==> src/rtl/key_press_conditioner_if.sv <==
// Key-side signal bundle: one raw active-low button in, conditioned events out.
// The bench or pin wrapper drives key_n through master; the conditioner uses slave.
interface key_press_conditioner_if;
  logic       key_n;
  logic       press_pulse;
  logic       release_pulse;
  logic       held;
  logic [7:0] press_count;

  modport master (
    output key_n,
    input  press_pulse,
    input  release_pulse,
    input  held,
    input  press_count
  );

  modport slave (
    input  key_n,
    output press_pulse,
    output release_pulse,
    output held,
    output press_count
  );
endinterface

==> src/rtl/key_press_conditioner.sv <==
// Pushbutton conditioner: 2-flop synchronizer, debounce FSM, press/release strobes,
// held level, optional auto-repeat and a wrapping press counter.
module key_press_conditioner #(
  parameter int unsigned DEBOUNCE_CYCLES = 500000,
  parameter bit          REPEAT_EN       = 1'b0,
  parameter int unsigned REPEAT_DELAY    = 25000000,
  parameter int unsigned REPEAT_PERIOD   = 5000000
) (
  input logic                    clk,
  input logic                    reset,
  key_press_conditioner_if.slave kp
);

  typedef enum logic [1:0] {
    IDLE         = 2'd0,
    PRESS_WAIT   = 2'd1,
    HELD         = 2'd2,
    RELEASE_WAIT = 2'd3
  } state_t;

  localparam logic [19:0] CNT_LAST    = 20'(DEBOUNCE_CYCLES - 1);
  localparam logic [24:0] RCNT_LAST   = 25'(REPEAT_DELAY - 1);
  localparam logic [24:0] RCNT_RELOAD = 25'(REPEAT_DELAY - REPEAT_PERIOD);

  state_t      state_q;
  logic        sync1_q;
  logic        sync2_q;
  logic [19:0] cnt_q;
  logic [24:0] rcnt_q;
  logic        press_q;
  logic        release_q;
  logic        held_q;
  logic [7:0]  count_q;
  logic        pressed_s;

  assign pressed_s = ~sync2_q;

  always_ff @(posedge clk) begin
    if (!reset) begin
      state_q   <= IDLE;
      sync1_q   <= 1'b1;
      sync2_q   <= 1'b1;
      cnt_q     <= '0;
      rcnt_q    <= '0;
      press_q   <= 1'b0;
      release_q <= 1'b0;
      held_q    <= 1'b0;
      count_q   <= '0;
    end else begin
      sync1_q   <= kp.key_n;
      sync2_q   <= sync1_q;
      press_q   <= 1'b0;
      release_q <= 1'b0;
      case (state_q)
        IDLE: begin
          if (pressed_s) begin
            state_q <= PRESS_WAIT;
            cnt_q   <= 20'd1;
          end
        end
        PRESS_WAIT: begin
          if (!pressed_s) begin
            state_q <= IDLE;
            cnt_q   <= '0;
          end else if (cnt_q == CNT_LAST) begin
            state_q <= HELD;
            cnt_q   <= '0;
            press_q <= 1'b1;
            held_q  <= 1'b1;
            count_q <= count_q + 8'd1;
            rcnt_q  <= '0;
          end else begin
            cnt_q <= cnt_q + 20'd1;
          end
        end
        HELD: begin
          if (!pressed_s) begin
            state_q <= RELEASE_WAIT;
            cnt_q   <= 20'd1;
          end else if (REPEAT_EN) begin
            // Reload so the next pulse lands REPEAT_PERIOD after this one.
            if (rcnt_q == RCNT_LAST) begin
              press_q <= 1'b1;
              rcnt_q  <= RCNT_RELOAD;
            end else begin
              rcnt_q <= rcnt_q + 25'd1;
            end
          end
        end
        RELEASE_WAIT: begin
          // A release bounce returns to HELD with the repeat schedule untouched.
          if (pressed_s) begin
            state_q <= HELD;
            cnt_q   <= '0;
          end else if (cnt_q == CNT_LAST) begin
            state_q   <= IDLE;
            cnt_q     <= '0;
            release_q <= 1'b1;
            held_q    <= 1'b0;
          end else begin
            cnt_q <= cnt_q + 20'd1;
          end
        end
        default: state_q <= IDLE;
      endcase
    end
  end

  assign kp.press_pulse   = press_q;
  assign kp.release_pulse = release_q;
  assign kp.held          = held_q;
  assign kp.press_count   = count_q;

endmodule

==> src/flat_wrapper.sv <==
// flat-port wrapper written by rule: the top's interface ports become plain ports
module key_press_conditioner_flat 
#(
  parameter int unsigned DEBOUNCE_CYCLES = 500000,
  parameter bit          REPEAT_EN       = 1'b0,
  parameter int unsigned REPEAT_DELAY    = 25000000,
  parameter int unsigned REPEAT_PERIOD   = 5000000
)
  (clk, reset, kp_key_n, kp_press_pulse, kp_release_pulse, kp_held, kp_press_count);
  key_press_conditioner_if kp_i ();
  input logic clk;
  input logic reset;
  input wire logic [$bits(kp_i.key_n)-1:0] kp_key_n;
  output wire logic [$bits(kp_i.press_pulse)-1:0] kp_press_pulse;
  output wire logic [$bits(kp_i.release_pulse)-1:0] kp_release_pulse;
  output wire logic [$bits(kp_i.held)-1:0] kp_held;
  output wire logic [$bits(kp_i.press_count)-1:0] kp_press_count;
  assign kp_i.key_n = kp_key_n;
  assign kp_press_pulse = kp_i.press_pulse;
  assign kp_release_pulse = kp_i.release_pulse;
  assign kp_held = kp_i.held;
  assign kp_press_count = kp_i.press_count;
  key_press_conditioner #(.DEBOUNCE_CYCLES(DEBOUNCE_CYCLES), .REPEAT_EN(REPEAT_EN), .REPEAT_DELAY(REPEAT_DELAY), .REPEAT_PERIOD(REPEAT_PERIOD)) u_core (.clk(clk), .reset(reset), .kp(kp_i));
endmodule
==> config.mk <==
export PLATFORM = sky130hd
export DESIGN_NAME = key_press_conditioner_flat
export DESIGN_NICKNAME = d
export VERILOG_FILES = /design/src/rtl/key_press_conditioner_if.sv /design/src/rtl/key_press_conditioner.sv /design/src/flat_wrapper.sv
export SDC_FILE = /design/constraint.sdc
export NUM_CORES = 1
export LEC_CHECK = 0
export CORE_MARGIN = 5
export CORE_UTILIZATION = 55
export DETAILED_ROUTE_END_ITERATION = 12
export PLACE_DENSITY = 0.81
export SETUP_SLACK_MARGIN = 0.05
export SLEW_MARGIN = 10
export SYNTH_ARGS = -nofsm -noshare
export SYNTH_HDL_FRONTEND = slang
export SYNTH_SLANG_ARGS = --single-unit
==> constraint.sdc <==
create_clock -name clk -period 3.87 [get_ports clk]
set_input_delay 0.387 -clock clk [delete_from_list [all_inputs] [get_ports clk]]
set_output_delay 0.387 -clock clk [all_outputs]
set_load 0.05 [all_outputs]
==> results.py, run 1 <==
metrics = {
    "logic_synthesis": {
        "ys_warn_count": 0,
        "netlist_top_cells_area": "dfxtp_1 40%, nand3_1 5.5%, nand2_1 5.0%, a21oi_1 4.0%, a31oi_1 3.3%",
        "syn_nets": 214,
        "yosysTopAreaCell": "dfxtp_1",
        "ys_ff_latch": 35,
        "synth-edff-count": 0,
        "synth_ff_type": "dfxtp_1",
        "synthArstFlopShare_pct": 0,
        "syn_inst": 209,
        "synth_area_per_cell_um2": 8.279,
        "yosysSeqAreaShare_pct": 40.49,
        "syn-cell-area_um2": 1730,
        "yosysUniqueCellTypes": 43,
        "synth.most_common_cell": "dfxtp_1",
        "synth.top_cell.area_share_pct": 40.49,
        "synthTopCellsByCount": "35 x dfxtp_1, 23 x nand2_1, 19 x nand3_1",
    },
    "grt": {
        "grt_pass1_vias": 1365,
        "grt.total_usage_pct": 18.51,
        "grt_max_degree": 26,
        "overflow": 0,
        "grt_pass1_wl_mm": 6.285,
        "antenna_found_initial": 0,
    },
    "floorplanning": {
        "dieHeight_um": 66.09,
        "rows": 20,
        "initial_core_util_pct": 57.15,
        "dieArea_um2": 4368,
        "io_pins": 14,
        "die_w_um": 66.09,
        "core_area_um2": 3028,
    },
    "route": {
        "post_drt_wl_per_cell_um": 13.61,
        "drt-pass1-iter-count": 5,
        "wl_mm": 3.648,
        "drt_iter0_drc": 165,
        "via_count": 1544,
        "drc": 0,
        "viasPerCell": 5.761,
        "ant_nets": 0,
    },
    "clock_tree": {
        "clk_pin_slew_ns": 0.12,
        "cts_hold_buf": 0,
        "ctsHtreeMaxLevel": 2,
        "cts.sinks": 35,
        "cts.path.max_buffers": 2,
        "cts_root_buffer": "clkbuf_4",
        "numCtsBuffers": 5,
        "tritoncts": "built",
        "postCtsSetupRepairBufs": 0,
        "clk_latency_ns": 0.34,
        "cts_resized": 0,
    },
    "sta": {
        "fin_worst_skew_ns": 0.009031,
        "fin_setup_tns_ns": 0,
        "drv_slew": 0,
        "hold_viol": 0,
        "max_clock_freq_ghz": 0.4302,
        "worst_slack_ns": 1.545,
        "tightest_slew_ns": 1.016,
        "period_share_pct": 60.07,
        "finalSetupViolations": 0,
        "rsz0062_at_grt": "false",
        "slew_headroom_pct": 32.26,
        "min_period_ns": 2.325,
    },
    "min_path": {
        "min_to": "u_core.sync2_q",
        "hp-start": "u_core.sync1_q",
        "min_path_cells": 1,
        "hold_class": "reg -> reg",
    },
    "setup_path": {
        "max_stage_delay_ns": 0.78,
        "crit_required_ns": 4.14,
        "r2r-end": "u_core.cnt_q[15]",
        "cp_top_family": "compound AO/OA/AOI/OAI gates",
        "r2r_slack_ns": 1.55,
        "r2r_cells": 5,
        "arrival_ns": 2.60,
        "critical_path_class": "reg -> reg",
        "slowest_stage": "a21oi_2",
        "crit_buf_inv": 0,
        "cp_cell_sequence": "xnor2_1, nand3_1, a21oi_2, o21ai_0, a31oi_1",
        "crit_path_end_kind": "flop",
        "cp-start-kind": "flop",
        "worstPathMaxFanout": 25,
    },
    "final_layout": {
        "post-route-util_pct": 65.08,
        "area_growth_pct": 13.88,
        "finalNetCount": 228,
        "drive_above_1_share_pct": 7.143,
        "antenna_cells": 0,
    },
    "placed_design": {
        "port_buffers": 13,
        "post-place-ws_ns": 1.465,
        "dp_hpwl_mm": 2.569,
        "gp_congestion": 0.8808,
    },
    "run": {
        "maxCapViolCount": 0,
    },
    "power_and_ir_drop": {
        "ir_drop_v": 0.0002327,
        "leakagePower_uw": 0.0006324,
        "power.density_nw_per_um2": 336.4,
    },
    "run_status": {
        "outcome": "finished clean",
    },
}
-- cells in the final DEF, fill, tap and decap left out, types with 4 or more instances in the layout --
cell type,count
nand2_1,23
nand3_1,19
nand4_1,4
nor2_1,15
a31oi_1,9
inv_1,10
a21oi_1,14
nand2b_1,5
nor4_1,5
dfxtp_1,35
clkbuf_4,5
xnor2_1,4
clkdlybuf4s50_1,13
or3_1,9
nor3_1,5
o21ai_0,10
-- power by group --
part	internal (uW)	switching (uW)	total, uW
clock network	136	130	266
logic	10.6	18.2	28.7
registers	364	4.38	368
-- how the worst max path moves through the flow --
stage	startpoint	to	slack, ns	cells after the start
final	flop	u_core.cnt_q[15]	1.55	5
after global routing	u_core.cnt_q[0]	u_core.cnt_q[15]	1.29	6
after CTS	u_core.cnt_q[0]	u_core.cnt_q[15]	1.58	6
after detailed placement	reset	u_core.cnt_q[19]	1.47	5
after global placement	reset	u_core.cnt_q[19]	1.43	5
after floorplan	u_core.cnt_q[0]	u_core.kp.held	1.93	7
-- routing by layer --
metal | share of wire (%) | global-route usage [%] | vias up
met5 | 0 | 0 | -
met4 | 1.7 | 6.853 | 0
met3 | 4.7 | 5.442 | 9
met2 | 43 | 27.63 | 29
met1 | 50 | 25.08 | 712
li1 | - | - | 794
-- worst register-to-register path: stages, from the launching register on --
cell and delay [ns]:
dfxtp_1 0.38, xnor2_1 0.45, nand3_1 0.21, a21oi_2 0.78, o21ai_0 0.23, a31oi_1 0.21
-- cell families after synthesis --
group	Yosys count	synth area share [%]
compound gates	44	15.47
xor+xnor	6	3.037
fa+ha+maj	2	1.446
buf+inv	16	3.688
flops	35	40.49
mux	3	1.735
simple gates	103	34.13
-- state kept, by name, summed over array words and instances, names as in the netlist, named ones only --
name                     flops
u_core.kp.press_count        8
u_core.state_q               1
u_core.kp.release_pulse      1
u_core.sync2_q               1
u_core.kp.press_pulse        1
u_core.cnt_q                20
u_core.kp.held               1
u_core.sync1_q               1
-- per-stage QoR --
stage | instance area (um2) | power, uW | hold slack (ns) | std cells
after floorplan | 1730 | 395.6 | 0.3863 | 209
after global placement | 1889 | 404.6 | 0.4003 | 260
after detailed placement | 1889 | 404.7 | 0.3955 | 260
after CTS | 1971 | 666.9 | 0.4304 | 268
after global routing | 1971 | 688.4 | 0.4555 | 268
final | 1971 | 662.9 | 0.4283 | 268
-- final cells by class --
type                            instances  area (um2)
Clock buffer                            5       37.54
Clock inverter                          3       43.79
Fill cell                             266        1057
Inverter                               10       37.54
Multi-Input combinational cell        158       965.9
Sequential cell                        35       700.7
Tap cell                               44       55.05
Timing Repair Buffer                   13       130.1
(Power assumes the default switching activity.)
==> run 2, diff against run 1 <==
- CORE_UTILIZATION: 55 -> 51
- PLACE_DENSITY: 0.81 -> 0.79
- clock period: 3.87 -> 1.98 ns (I/O delays scaled with it)
==> results.py, run 2 (same netlist as run 1, synthesis figures left out) <==
metrics = {
    "setup_path": {
        "max_stage_delay_ns": 0.54,
        "r2r-end": "u_core.cnt_q[8]",
        "cp-start-kind": "flop",
        "cp_cell_sequence": "or4_4, nor4_4, buf_4, a21oi_4, clkbuf_16, o21ai_0, a31oi_1",
        "worstReg2RegStart": "u_core.cnt_q[10]",
        "r2r_cells": 7,
        "arrival_ns": 2.15,
        "r2r_slack_ns": 0.05,
        "slowest_stage": "or4_4",
        "crit_buf_inv": 2,
        "crit_required_ns": 2.20,
        "endpoint": "u_core.cnt_q[8]",
        "startpoint": "u_core.cnt_q[10]",
        "critical_path_class": "reg -> reg",
        "worstPathMaxFanout": 12,
        "crit_path_end_kind": "flop",
        "path_depth": 7,
        "cp_top_family": "simple AND/OR/NAND/NOR gates",
    },
    "power_and_ir_drop": {
        "leakagePower_uw": 0.0008234,
        "power.density_nw_per_um2": 570.0,
        "ir_drop_v": 0.0004925,
    },
    "placed_design": {
        "dp_hpwl_mm": 2.808,
        "dp_cells": 281,
        "post-place-ws_ns": 0.06442,
        "gp_congestion": 0.9157,
        "port_buffers": 13,
    },
    "floorplanning": {
        "dieHeight_um": 68.25,
        "die_w_um": 68.25,
        "core_area_um2": 3311,
        "dieArea_um2": 4658,
        "initial_core_util_pct": 52.27,
        "io_pins": 14,
        "rows": 21,
    },
    "sta": {
        "worst_slack_ns": 0.04971,
        "fin_worst_skew_ns": 0.009546,
        "min_period_ns": 1.930,
        "rsz0062_at_grt": "true",
        "max_clock_freq_ghz": 0.5181,
        "tightest_slew_ns": 0.5067,
        "period_share_pct": 97.49,
        "hold_ws_ns": 0.3905,
        "hold_viol": 0,
        "drv_slew": 0,
        "finalSetupViolations": 0,
        "slew_headroom_pct": 66.11,
    },
    "final_layout": {
        "fillers": 245,
        "final_common_cell": "dfxtp_1",
        "largest_register_ffs": 20,
        "largest-register": "u_core.cnt_q",
        "antenna_cells": 0,
        "layout_common_cells": "32 x dfxtp_1, 27 x buf_4, 23 x nand2_1",
        "area_growth_pct": 33.26,
        "drive_above_1_share_pct": 21.65,
        "stdcell_count": 300,
        "finalNetCount": 258,
    },
    "clock_tree": {
        "cts.path.max_buffers": 2,
        "clk_pin_slew_ns": 0.12,
        "tritoncts": "built",
        "ctsHtreeMaxLevel": 2,
        "cts.sinks": 35,
        "cts_root_buffer": "clkbuf_4",
        "clk_latency_ns": 0.36,
        "numCtsBuffers": 5,
    },
    "grt": {
        "grt_pass1_wl_mm": 6.589,
        "grt_max_degree": 26,
        "grt.total_usage_pct": 18.84,
        "antenna_found_initial": 0,
        "overflow": 0,
        "grt_pass1_vias": 1453,
    },
    "route": {
        "drt-pass1-iter-count": 4,
        "wl_mm": 4.452,
        "post_drt_wl_per_cell_um": 14.84,
        "ant_nets": 0,
        "viasPerCell": 5.690,
        "drc": 0,
        "drt_iter0_drc": 134,
        "via_count": 1707,
    },
    "run": {
        "maxCapViolCount": 0,
    },
    "run_status": {
        "outcome": "finished clean",
    },
    "min_path": {
        "hold_class": "in -> reg",
    },
}
==> run 2: area by class of cell <==
class                           instances  area [um2]  share of cell area [%]
Sequential cell                        35       704.4                   30.55
Tap cell                               46       57.56                   2.496
Inverter                               10       37.54                   1.628
Multi-Input combinational cell        158        1022                   44.33
Timing Repair Buffer                   43       402.9                   17.47
Clock buffer                            5       37.54                   1.628
Clock inverter                          3       43.79                   1.899
==> run 2: how the worst min path moves through the flow <==
stage	to	start	slack, ns	depth (start not counted)
finish	u_core.sync1_q	kp_key_n	0.39	2
global route	u_core.sync1_q	kp_key_n	0.38	2
CTS	u_core.sync1_q	kp_key_n	0.39	2
detailed placement	u_core.sync2_q	u_core.sync1_q	0.41	1
global placement	u_core.sync2_q	u_core.sync1_q	0.40	1
floorplan	u_core.sync1_q	reset	0.27	1
==> run 2: what timing repair did <==
item | in CTS | in global routing
gates cloned | 0 | 2
pin swaps | 1 | 9
setup buffers | 2 | 7
setup endpoints to repair | 2 | 16
gates resized for setup | 0 | 14
hold endpoints to repair | 0 | 0
hold buffers | 0 | 0
==> run 2: per-stage QoR <==
step | setup TNS (ns) | utilization [%] | instance area (um2) | power (uW)
floorplan | 0 | - | 1730 | 773.3
global placement | 0 | 61.83 | 2047 | 797.6
detailed placement | 0 | 61.83 | 2047 | 798.2
CTS | 0 | 64.74 | 2143 | 1312
global route | -0.02485 | 69.65 | 2306 | 1359
finish | 0 | 69.65 | 2306 | 1314
==> run 2: power breakdown <==
part / switching [uW] / internal (uW) / total (uW)
Sequential: 6.22 / 712 / 718
Clock: 262 / 265 / 527
Combinational: 40.8 / 28.0 / 68.8
==> run 2: worst reg2reg max path, stage by stage (launching register included) <==
cell       delay, ns
dfxtp_1         0.33
or4_4           0.54
nor4_4          0.25
buf_4           0.19
a21oi_4         0.09
clkbuf_16       0.18
o21ai_0         0.10
a31oi_1         0.12
==> run 2: routing by layer <==
layer  GRT usage, %  vias up  share of wire, %
met5              0        -                 0
met4          8.933        0               2.7
met3          3.941       13               5.5
met2          26.71       55                46
met1          26.85      782                46
li1               -      857                 -
